[config.mk]
export PLATFORM = sky130hd
export DESIGN_NAME = pc_sequencer_flat
export DESIGN_NICKNAME = d
export VERILOG_FILES = /design/src/rtl/fetch_pkg.sv /design/src/rtl/pc_sequencer_if.sv /design/src/rtl/pc_sequencer_pc_reg.sv /design/src/rtl/pc_sequencer.sv /design/src/flat_wrapper.sv
export SDC_FILE = /design/constraint.sdc
export NUM_CORES = 1
export LEC_CHECK = 0
export ABC_AREA = 1
export ABC_CLOCK_PERIOD_IN_PS = 2700
export CAP_MARGIN = 15
export CORE_MARGIN = 2
export CORE_UTILIZATION = 38
export DETAILED_ROUTE_END_ITERATION = 7
export PLACE_DENSITY = 0.86
export RECOVER_POWER = 100
export SLEW_MARGIN = 20
export SYNTH_ARGS = -nofsm -noshare
export SYNTH_HDL_FRONTEND = slang
export SYNTH_SLANG_ARGS = --single-unit
[constraint.sdc]
create_clock -name clk -period 2.7 [get_ports clk]
set_clock_uncertainty 0.15 [all_clocks]
set_input_delay 0.81 -clock clk [delete_from_list [all_inputs] [get_ports clk]]
set_output_delay 0.81 -clock clk [all_outputs]
set_load 0.005 [all_outputs]
[src/rtl/fetch_pkg.sv]
// Shared fetch-side types and constants for the program counter sequencer.
package fetch_pkg;

    localparam int XLEN        = 32;
    localparam int INSTR_BYTES = 4;

    // Sequencer states
    typedef enum logic [1:0] {
        BOOT,
        REQ,
        WAIT,
        HOLD
    } fetch_state_t;

    // Source selected for the next program counter value
    typedef enum logic [1:0] {
        PC_SEL_RESET,
        PC_SEL_TARGET,
        PC_SEL_INC,
        PC_SEL_HOLD
    } pc_sel_t;

    // Instructions are word aligned, so redirect targets drop their low two bits
    function automatic logic [XLEN-1:0] align_target(input logic [XLEN-1:0] t);
        return {t[XLEN-1:2], 2'b00};
    endfunction

endpackage

[src/rtl/pc_sequencer_if.sv]
// Bundles the instruction-memory handshake, decode hand-off and redirect inputs.
interface pc_sequencer_if;
    import fetch_pkg::*;

    // Instruction-memory request / response
    logic            imem_req_valid;
    logic [XLEN-1:0] imem_req_addr;
    logic            imem_req_ready;
    logic            imem_rsp_valid;
    logic [XLEN-1:0] imem_rsp_instr;

    // Decode hand-off
    logic            fetch_valid;
    logic [XLEN-1:0] fetch_pc;
    logic [XLEN-1:0] fetch_instr;
    logic            dec_stall;

    // Redirect sources
    logic            br_taken;
    logic [XLEN-1:0] br_target;
    logic            trap;
    logic [XLEN-1:0] trap_vec;
    logic            mret;
    logic [XLEN-1:0] mepc;
    logic            target_misaligned;

    // Sequencer side
    modport master (
        output imem_req_valid, imem_req_addr,
        input  imem_req_ready, imem_rsp_valid, imem_rsp_instr,
        output fetch_valid, fetch_pc, fetch_instr,
        input  dec_stall,
        input  br_taken, br_target, trap, trap_vec, mret, mepc,
        output target_misaligned
    );

    // Memory / decode / control side
    modport slave (
        input  imem_req_valid, imem_req_addr,
        output imem_req_ready, imem_rsp_valid, imem_rsp_instr,
        input  fetch_valid, fetch_pc, fetch_instr,
        output dec_stall,
        output br_taken, br_target, trap, trap_vec, mret, mepc,
        input  target_misaligned
    );

endinterface

[src/rtl/pc_sequencer_pc_reg.sv]
// Program counter register: loads pc_in every cycle, resets to RESET_VAL.
module pc_reg
    import fetch_pkg::*;
#(
    parameter logic [XLEN-1:0] RESET_VAL = '0
) (
    input  logic            clk,
    input  logic            rst,
    input  logic [XLEN-1:0] pc_in,
    output logic [XLEN-1:0] pc_out
);

    logic [XLEN-1:0] r_pc;

    // PC storage; the sequencer feeds back pc_out when it wants to hold
    always_ff @(posedge clk) begin
        if (rst) begin
            r_pc <= RESET_VAL;
        end else begin
            r_pc <= pc_in;
        end
    end

    assign pc_out = r_pc;

endmodule

[src/rtl/pc_sequencer.sv]
// Fetch sequencer: issues one instruction-memory request at a time, hands
// responses to decode (buffering across decode stalls) and applies
// trap / mret / branch redirects, squashing any in-flight response.
module pc_sequencer
    import fetch_pkg::*;
#(
    parameter logic [XLEN-1:0] RESET_VEC = 32'h0000_0000
) (
    input  logic            clk,
    input  logic            rst,
    pc_sequencer_if.master  bus
);

    fetch_state_t    r_state;
    fetch_state_t    w_state_next;
    logic            r_kill;
    logic            w_kill_next;
    logic [XLEN-1:0] r_buf_instr;
    logic [XLEN-1:0] w_buf_instr_next;

    pc_sel_t         w_pc_sel;
    logic [XLEN-1:0] w_pc;
    logic [XLEN-1:0] w_pc_in;
    logic [XLEN-1:0] w_pc_inc;

    logic            w_redir;
    logic [XLEN-1:0] w_target_raw;
    logic [XLEN-1:0] w_target;

    // Redirect selection: trap beats mret beats branch; nothing redirects in BOOT
    always_comb begin
        w_redir = 1'b0;
        if (r_state != BOOT) begin
            w_redir = bus.trap | bus.mret | bus.br_taken;
        end
        if (bus.trap) begin
            w_target_raw = bus.trap_vec;
        end else if (bus.mret) begin
            w_target_raw = bus.mepc;
        end else begin
            w_target_raw = bus.br_target;
        end
        w_target = align_target(w_target_raw);
    end

    // Sequential increment wraps naturally at 2^32
    assign w_pc_inc = w_pc + XLEN'(INSTR_BYTES);

    // Next PC source
    always_comb begin
        case (w_pc_sel)
            PC_SEL_RESET:  w_pc_in = RESET_VEC;
            PC_SEL_TARGET: w_pc_in = w_target;
            PC_SEL_INC:    w_pc_in = w_pc_inc;
            default:       w_pc_in = w_pc;
        endcase
    end

    pc_reg #(
        .RESET_VAL (RESET_VEC)
    ) u_pc_reg (
        .clk    (clk),
        .rst    (rst),
        .pc_in  (w_pc_in),
        .pc_out (w_pc)
    );

    // State, kill flag and stall buffer registers
    always_ff @(posedge clk) begin
        if (rst) begin
            r_state     <= BOOT;
            r_kill      <= 1'b0;
            r_buf_instr <= '0;
        end else begin
            r_state     <= w_state_next;
            r_kill      <= w_kill_next;
            r_buf_instr <= w_buf_instr_next;
        end
    end

    // Next-state, kill and PC-source decisions
    always_comb begin
        w_state_next     = r_state;
        w_kill_next      = r_kill;
        w_buf_instr_next = r_buf_instr;
        w_pc_sel         = PC_SEL_HOLD;
        case (r_state)
            BOOT: begin
                w_pc_sel     = PC_SEL_RESET;
                w_kill_next  = 1'b0;
                w_state_next = REQ;
            end
            REQ: begin
                if (bus.imem_req_ready) begin
                    w_state_next = WAIT;
                    if (w_redir) begin
                        // Request already accepted at the old PC: squash its response
                        w_kill_next = 1'b1;
                        w_pc_sel    = PC_SEL_TARGET;
                    end
                end else if (w_redir) begin
                    w_pc_sel = PC_SEL_TARGET;
                end
            end
            WAIT: begin
                if (bus.imem_rsp_valid) begin
                    if (r_kill) begin
                        w_kill_next  = 1'b0;
                        w_state_next = REQ;
                        if (w_redir) begin
                            w_pc_sel = PC_SEL_TARGET;
                        end
                    end else if (w_redir) begin
                        w_state_next = REQ;
                        w_pc_sel     = PC_SEL_TARGET;
                    end else if (!bus.dec_stall) begin
                        w_state_next = REQ;
                        w_pc_sel     = PC_SEL_INC;
                    end else begin
                        w_buf_instr_next = bus.imem_rsp_instr;
                        w_state_next     = HOLD;
                    end
                end else if (w_redir) begin
                    // Response still in flight; retarget now and drop it on arrival
                    w_kill_next = 1'b1;
                    w_pc_sel    = PC_SEL_TARGET;
                end
            end
            HOLD: begin
                if (w_redir) begin
                    w_state_next = REQ;
                    w_pc_sel     = PC_SEL_TARGET;
                end else if (!bus.dec_stall) begin
                    w_state_next = REQ;
                    w_pc_sel     = PC_SEL_INC;
                end
            end
            default: begin
                w_state_next = BOOT;
            end
        endcase
    end

    // Outputs; all forced to their idle values while reset is asserted
    always_comb begin
        bus.imem_req_valid    = 1'b0;
        bus.imem_req_addr     = '0;
        bus.fetch_valid       = 1'b0;
        bus.fetch_pc          = '0;
        bus.fetch_instr       = '0;
        bus.target_misaligned = 1'b0;
        if (!rst) begin
            bus.imem_req_addr     = w_pc;
            bus.fetch_pc          = w_pc;
            bus.fetch_instr       = r_buf_instr;
            bus.target_misaligned = w_redir && (w_target_raw[1:0] != 2'b00);
            case (r_state)
                REQ: begin
                    bus.imem_req_valid = 1'b1;
                end
                WAIT: begin
                    if (bus.imem_rsp_valid) begin
                        bus.fetch_instr = bus.imem_rsp_instr;
                        bus.fetch_valid = !r_kill && !w_redir;
                    end
                end
                HOLD: begin
                    bus.fetch_valid = !w_redir;
                end
                default: begin
                    bus.fetch_valid = 1'b0;
                end
            endcase
        end
    end

endmodule

[src/flat_wrapper.sv]
// flat-port wrapper written by rule: the top's interface ports become plain ports
module pc_sequencer_flat import fetch_pkg::*;
#(
    parameter logic [XLEN-1:0] RESET_VEC = 32'h0000_0000
)
  (clk, rst, bus_imem_req_valid, bus_imem_req_addr, bus_imem_req_ready, bus_imem_rsp_valid, bus_imem_rsp_instr, bus_fetch_valid, bus_fetch_pc, bus_fetch_instr, bus_dec_stall, bus_br_taken, bus_br_target, bus_trap, bus_trap_vec, bus_mret, bus_mepc, bus_target_misaligned);
  pc_sequencer_if bus_i ();
  input  logic clk;
  input  logic rst;
  output wire logic [$bits(bus_i.imem_req_valid)-1:0] bus_imem_req_valid;
  output wire logic [$bits(bus_i.imem_req_addr)-1:0] bus_imem_req_addr;
  input wire logic [$bits(bus_i.imem_req_ready)-1:0] bus_imem_req_ready;
  input wire logic [$bits(bus_i.imem_rsp_valid)-1:0] bus_imem_rsp_valid;
  input wire logic [$bits(bus_i.imem_rsp_instr)-1:0] bus_imem_rsp_instr;
  output wire logic [$bits(bus_i.fetch_valid)-1:0] bus_fetch_valid;
  output wire logic [$bits(bus_i.fetch_pc)-1:0] bus_fetch_pc;
  output wire logic [$bits(bus_i.fetch_instr)-1:0] bus_fetch_instr;
  input wire logic [$bits(bus_i.dec_stall)-1:0] bus_dec_stall;
  input wire logic [$bits(bus_i.br_taken)-1:0] bus_br_taken;
  input wire logic [$bits(bus_i.br_target)-1:0] bus_br_target;
  input wire logic [$bits(bus_i.trap)-1:0] bus_trap;
  input wire logic [$bits(bus_i.trap_vec)-1:0] bus_trap_vec;
  input wire logic [$bits(bus_i.mret)-1:0] bus_mret;
  input wire logic [$bits(bus_i.mepc)-1:0] bus_mepc;
  output wire logic [$bits(bus_i.target_misaligned)-1:0] bus_target_misaligned;
  assign bus_imem_req_valid = bus_i.imem_req_valid;
  assign bus_imem_req_addr = bus_i.imem_req_addr;
  assign bus_i.imem_req_ready = bus_imem_req_ready;
  assign bus_i.imem_rsp_valid = bus_imem_rsp_valid;
  assign bus_i.imem_rsp_instr = bus_imem_rsp_instr;
  assign bus_fetch_valid = bus_i.fetch_valid;
  assign bus_fetch_pc = bus_i.fetch_pc;
  assign bus_fetch_instr = bus_i.fetch_instr;
  assign bus_i.dec_stall = bus_dec_stall;
  assign bus_i.br_taken = bus_br_taken;
  assign bus_i.br_target = bus_br_target;
  assign bus_i.trap = bus_trap;
  assign bus_i.trap_vec = bus_trap_vec;
  assign bus_i.mret = bus_mret;
  assign bus_i.mepc = bus_mepc;
  assign bus_target_misaligned = bus_i.target_misaligned;
  pc_sequencer #(.RESET_VEC(RESET_VEC)) u_core (.clk(clk), .rst(rst), .bus(bus_i));
endmodule
---- Word level (Yosys, flattened, before mapping) ----
Index checks and enable logic that the tools add are counted.
Widths: inputs -> output; s select.
storage, ports and cells
  bits in registers ....................... 67
cells by class
  $add $sub $neg .......................... 1
  reduce and logical (&&, ||, !) cells .... 13
  equality and inequality tests ........... 8
  bitwise gates (word level) .............. 4
  multiplexer cells ....................... 32
operator list
  cell                   number
  $mux 32                6
  $pmux 32 s3            1
  $add 32x3->32 const B  1
  $mux 2                 11
  $pmux 2 s4             2
  $mux 1                 10
  $eq 2x2->1 const B     3
  $reduce_bool 3->1      2
  $reduce_and 5->1       1
  $eq 2x1->1 const B     2
  $logic_not 2->1        2
  $ne 2x2->1 const B     2
  $reduce_bool 2->1      2
  $ne 3x2->1 const B     1
  $pmux 1 s3             1
  $reduce_and 3->1       1
  $logic_and 1x1->1      2
  $logic_not 1->1        2
  $not 1->1              2
  $or 1x1->1             2
  $pmux 1 s2             1
  $reduce_and 2->1       1

---- Depth between registers and ports, before layout ----
  depth after elaboration ................. 9
  depth in mapped cells ................... 16

---- Hierarchy ----
A second synthesis with hierarchy kept.
unflattened totals
  cell total of the unflattened synthesis .. 964
  area total of the unflattened synthesis .. 5635.4 um2
modules (own cells, without submodules)
  module        area an instance (um2)  sequential area each (um2)  cells an instance  times used
  pc_sequencer  4720.8                  700.7                       865                1
  pc_reg        914.6                   640.6                       99                 1

---- Worst setup path after synthesis ----
No wires, ideal clock.
  path kind ............................... input -> register
  from .................................... input port bus_trap
  to ...................................... register u_core.u_pc_reg.r_pc[2] (netlist: u_core.u_pc_reg.pc_out[2])
  stages .................................. 14
  setup slack ............................. -12 ps
  arrival ................................. 2449 ps
  required time ........................... 2437 ps
  cell sequence ........................... nor2_1 nand2_1 nand2_2 nand2_1 o21ai_0 nand3_1 o21ai_0 inv_1 ha_1 inv_1 clkbuf_1 o21ai_0 nand2_1 nand2_1
on the way
  word-level cells in the longest chain between the ends .. 9
  elaborated cells on any way between the ends .. 14
  classes of those cells .................. 2 x eq/ne; 8 x mux; 2 x bitwise; 2 x reduce/logical
ends and longest elaborated chain
  element                                                  line                       source
  from (decl)                                              flat_wrapper.sv:21         input wire logic [$bits(bus_i.trap)-1:0] bus_trap;
  $or 1x1->1 (2 in series)                                 pc_sequencer.sv:34         w_redir = bus.trap | bus.mret | bus.br_taken;
  $mux 1                                                   pc_sequencer.sv:33         if (r_state != BOOT) begin
  $mux 2 (on tied branches)                                --
  $mux 2                                                   pc_sequencer.sv:107        if (r_kill) begin
  $mux 2                                                   pc_sequencer.sv:106        if (bus.imem_rsp_valid) begin
  $pmux 2 s4                                               pc_sequencer.sv:87         case (r_state)
  $eq 2x2->1, or another cell as far along                 pc_sequencer.sv:51         case (w_pc_sel)
  $pmux 32 s3 / $reduce_bool 3->1 (equally long branches)  --
  to (signal assigned)                                     pc_sequencer_pc_reg.sv:20  r_pc <= pc_in;
  to (decl)                                                pc_sequencer_pc_reg.sv:13  logic [XLEN-1:0] r_pc;
Parallel ways exist; a longest one is shown, timed or not.
A chain may end at the register's enable or synchronous reset.

---- Final worst setup path ----
  from .................................... input port bus_br_target[1]
  to ...................................... output port bus_target_misaligned
on the way
  word-level cells in the longest chain between the ends .. 5
ends and longest elaborated chain
  element            line                 source
  from (decl)        flat_wrapper.sv:20   input wire logic [$bits(bus_i.br_target)-1:0] bus_br_target;
  $mux 32            pc_sequencer.sv:38   end else if (bus.mret) begin
  $mux 32            pc_sequencer.sv:36   if (bus.trap) begin
  $reduce_bool 2->1  pc_sequencer.sv:156  bus.target_misaligned = w_redir && (w_target_raw[1:0] != 2'b00);
  $logic_and 1x1->1  pc_sequencer.sv:156
  $mux 1             pc_sequencer.sv:152  if (!rst) begin
  to (decl)          flat_wrapper.sv:25   output wire logic [$bits(bus_i.target_misaligned)-1:0] bus_target_misaligned;
Every way passes these cells.

==> results.yml <==
outcome:
  status: "completed"
cts:
  cts-root-buf: "clkbuf_16"
  cts_tree: "yes"
  clock_path_buffers: 2
  h-tree-depth: 3
  clkTransAtPathRegs_ps: 60
  clock_sinks: 65
  cts_buffers: 9
  clkLatencyLatePin_ps: 340
  ctsHoldBuffers: 0
setup_path:
  critPathMaxStageDelay_ps: 490
  worst-r2r-setup-slack_ps: 110
  start_kind: "input pin"
  critPathKind: "input pin to output pin"
  reg2reg_depth: 11
  r2r_end: "u_core.u_pc_reg.pc_out[5]$_SDFFE_PP0P_"
  crit_chain: "clkdlybuf4s50_1, nor3_2, o21ai_1, nand2_1, inv_1, buf_2"
  r2r_start: "u_core.r_state[1]$_SDFFE_PP0P_"
  cp-end-kind: "output pin"
  slowest_stage: "clkdlybuf4s50_1"
  cp_max_fo: 1
  startpoint: "bus_br_target[1]"
  arrival_ps: 1710
  required_ps: 1740
timing:
  tightest_slew_ps: 633
  maxSlewHeadroom_pct: 57.8
  hold_viol_final: 0
  max_freq_mhz: 375
  min_period_over_period_pct: 98.9
  period_minus_slack_ps: 2670
  finalSetupViolCount: 0
  slew_violations: 0
global_routing:
  grt_usage_pct: 26.1
  antenna_found_initial: 0
  grt-ovfl-total: 0
  grt_max_degree: 37
  grt_pass1_vias: 6303
  grt_pass1_wl_mm: 30.0
synth:
  yosysTopAreaCell: "dfxtp_1"
  synth_common_cells: "nand2_1 (257), a21oi_1 (99), inv_1 (87), nor2_1 (72), o21ai_0 (69)"
  synth_most_common_cell: "nand2_1"
  syn_inst: 862
  syn-cell-area_mm2: 0.00499
  synth_top_area_share_pct: 26.1
  ys_async_sr_fraction_pct: 0
  yosysWarnings: 0
  synth_edf_count: 0
  synth_seq_cells: 65
  ys_seq_area_share_pct: 26.1
  synth.area.top_cells: "dfxtp_1 (26%), nand2_1 (19%), a21oi_1 (9.9%)"
  ys.flop_type: "dfxtp_1"
  yosys.cell_types.count: 30
  syn_area_per_cell_um2: 5.78
route:
  vias: 6494
  vias_per_cell: 5.06
  drt-pass1-iter-count: 5
  remaining_drc_errors: 0
  wirelength_mm: 19.3
  drtIter0Drc: 433
  wire_per_inst_um: 15.0
  antenna_left: 0
placed_design:
  post_dp_cell_area_mm2: 0.00765
  io_buffers: 230
  gp_congestion: 0.953
  dp_hpwl_mm: 13.3
finish:
  final_cell_area_mm2: 0.00827
  synthToLayoutAreaGrowth_pct: 65.9
  diodes: 0
  drive_gt1_share_pct: 17.4
  nets: 1254
floorplan:
  die_area_mm2: 0.0141
  die_h_um: 119
  core_mm2: 0.0127
  boundaryPins: 235
  die_w_um: 119
  initial_core_util_pct: 39.2
  fp-row-count: 41
worst_hold_path:
  hold_depth: 2
  min_to: "u_core.r_buf_instr[17]$_SDFFE_PP0P_"
  min_from: "u_core.r_buf_instr[17]$_SDFFE_PP0P_"
  min_path_type: "flip-flop to flip-flop"
power:
  power_density_mw_per_mm2: 397
  p_leak_nw: 3.92
  ir_drop_uv: 399
  total_power_mw: 3.28
job:
  drv_cap: 0
layout by cell type, fill, tap and decap left out, types with 4 or more instances in the layout:
| master | n |
|---|---|
| a21oi_1 | 87 |
| a21oi_2 | 11 |
| buf_12 | 11 |
| buf_2 | 28 |
| buf_4 | 52 |
| buf_6 | 8 |
| clkbuf_1 | 5 |
| clkbuf_16 | 12 |
| clkbuf_2 | 9 |
| clkdlybuf4s25_1 | 5 |
| clkdlybuf4s50_1 | 128 |
| conb_1 | 4 |
| dfxtp_1 | 64 |
| dlygate4sd2_1 | 53 |
| ha_1 | 8 |
| inv_1 | 81 |
| inv_2 | 5 |
| nand2_1 | 255 |
| nand3_1 | 51 |
| nor2_1 | 55 |
| nor2_2 | 10 |
| nor2_4 | 11 |
| nor3_2 | 4 |
| o211ai_1 | 15 |
| o21ai_0 | 70 |
| o21ai_1 | 22 |
| o21ai_2 | 5 |
registers in the layout (all words and copies together), names as in the netlist:
signal                  count
u_core.r_buf_instr         32
u_core.r_kill               1
u_core.u_pc_reg.pc_out     30
u_core.r_state              2
where the power goes:
part / switching (mW) / internal [mW]
Combinational: 0.498 / 0.545
Clock: 0.443 / 0.757
Sequential: 0.0388 / 1.00
Total: 0.980 / 2.30
worst max-delay path by stage:
stage | to | slack (ps) | cells after the start
finish | bus_target_misaligned | 30 | 6
global route | bus_fetch_instr[10] | -20 | 7
global placement | bus_fetch_valid | -740 | 9
CTS | bus_imem_req_addr[6] | -50 | 4
detailed placement | bus_fetch_valid | -770 | 9
floorplan | bus_fetch_instr[0] | 20 | 6
cells by family (layout without fill, tap and decap cells):
group                      Yosys count  count (layout)  synth area share (%)
other                                1               4                0.0752
adders and majority gates           10              10                  2.51
AOI/OAI and AO/OA                  218             218                  23.0
DFF                                 65              65                  26.1
and+or+nand+nor                    398             398                  32.4
buffers and inverters              170             417                  16.0
timing repair:
item                                    CTS  global route
endpoints found under the setup margin  125            69
pin swaps                                18            10
buffers inserted                         10             1
resized for setup                       287            73
cloned                                    5             4
per-stage QoR:
stage / instances / setup TNS [ps] / util [%] / hold WS (ps) / setup WS [ps]
after floorplan: 865 / 0 / - / 334 / 23.8
after global placement: 1249 / -73390 / 60.1 / 349 / -743
after detailed placement: 1249 / -76820 / 60.1 / 351 / -766
after CTS: 1279 / -351 / 65.0 / 363 / -51.8
after global routing: 1284 / -53.1 / 65.0 / 399 / -17.8
final: 1284 / 0 / 65.0 / 384 / 30.8
routing by layer:
metal  global-route usage [%]  wire length (µm)  vias up  part of all wire, %
met3                     7.00              1580       44                  8.2
li1                         -                 -     3242                    -
met1                     27.7              7260     2937                   38
met2                     49.0              9870      271                   51
met5                        0                 0        -                    0
met4                     9.52               614        0                  3.2
layout make-up:
type / count / area [µm²]
clock buffer: 12 / 256
clock inverter: 3 / 40.0
fill: 1183 / 4450
inverter: 89 / 347
multi-input combinational: 630 / 3130
sequential: 65 / 1300
tap: 172 / 215
timing repair buffer: 313 / 2980
critical path: cells and delay by family:
family                 cells  cell delay [ps]
and+or+nand+nor            2              120
AOI/OAI and AO/OA          1              130
buffers and inverters      3              640
No activity file was read; power rests on OpenSTA's default activity.
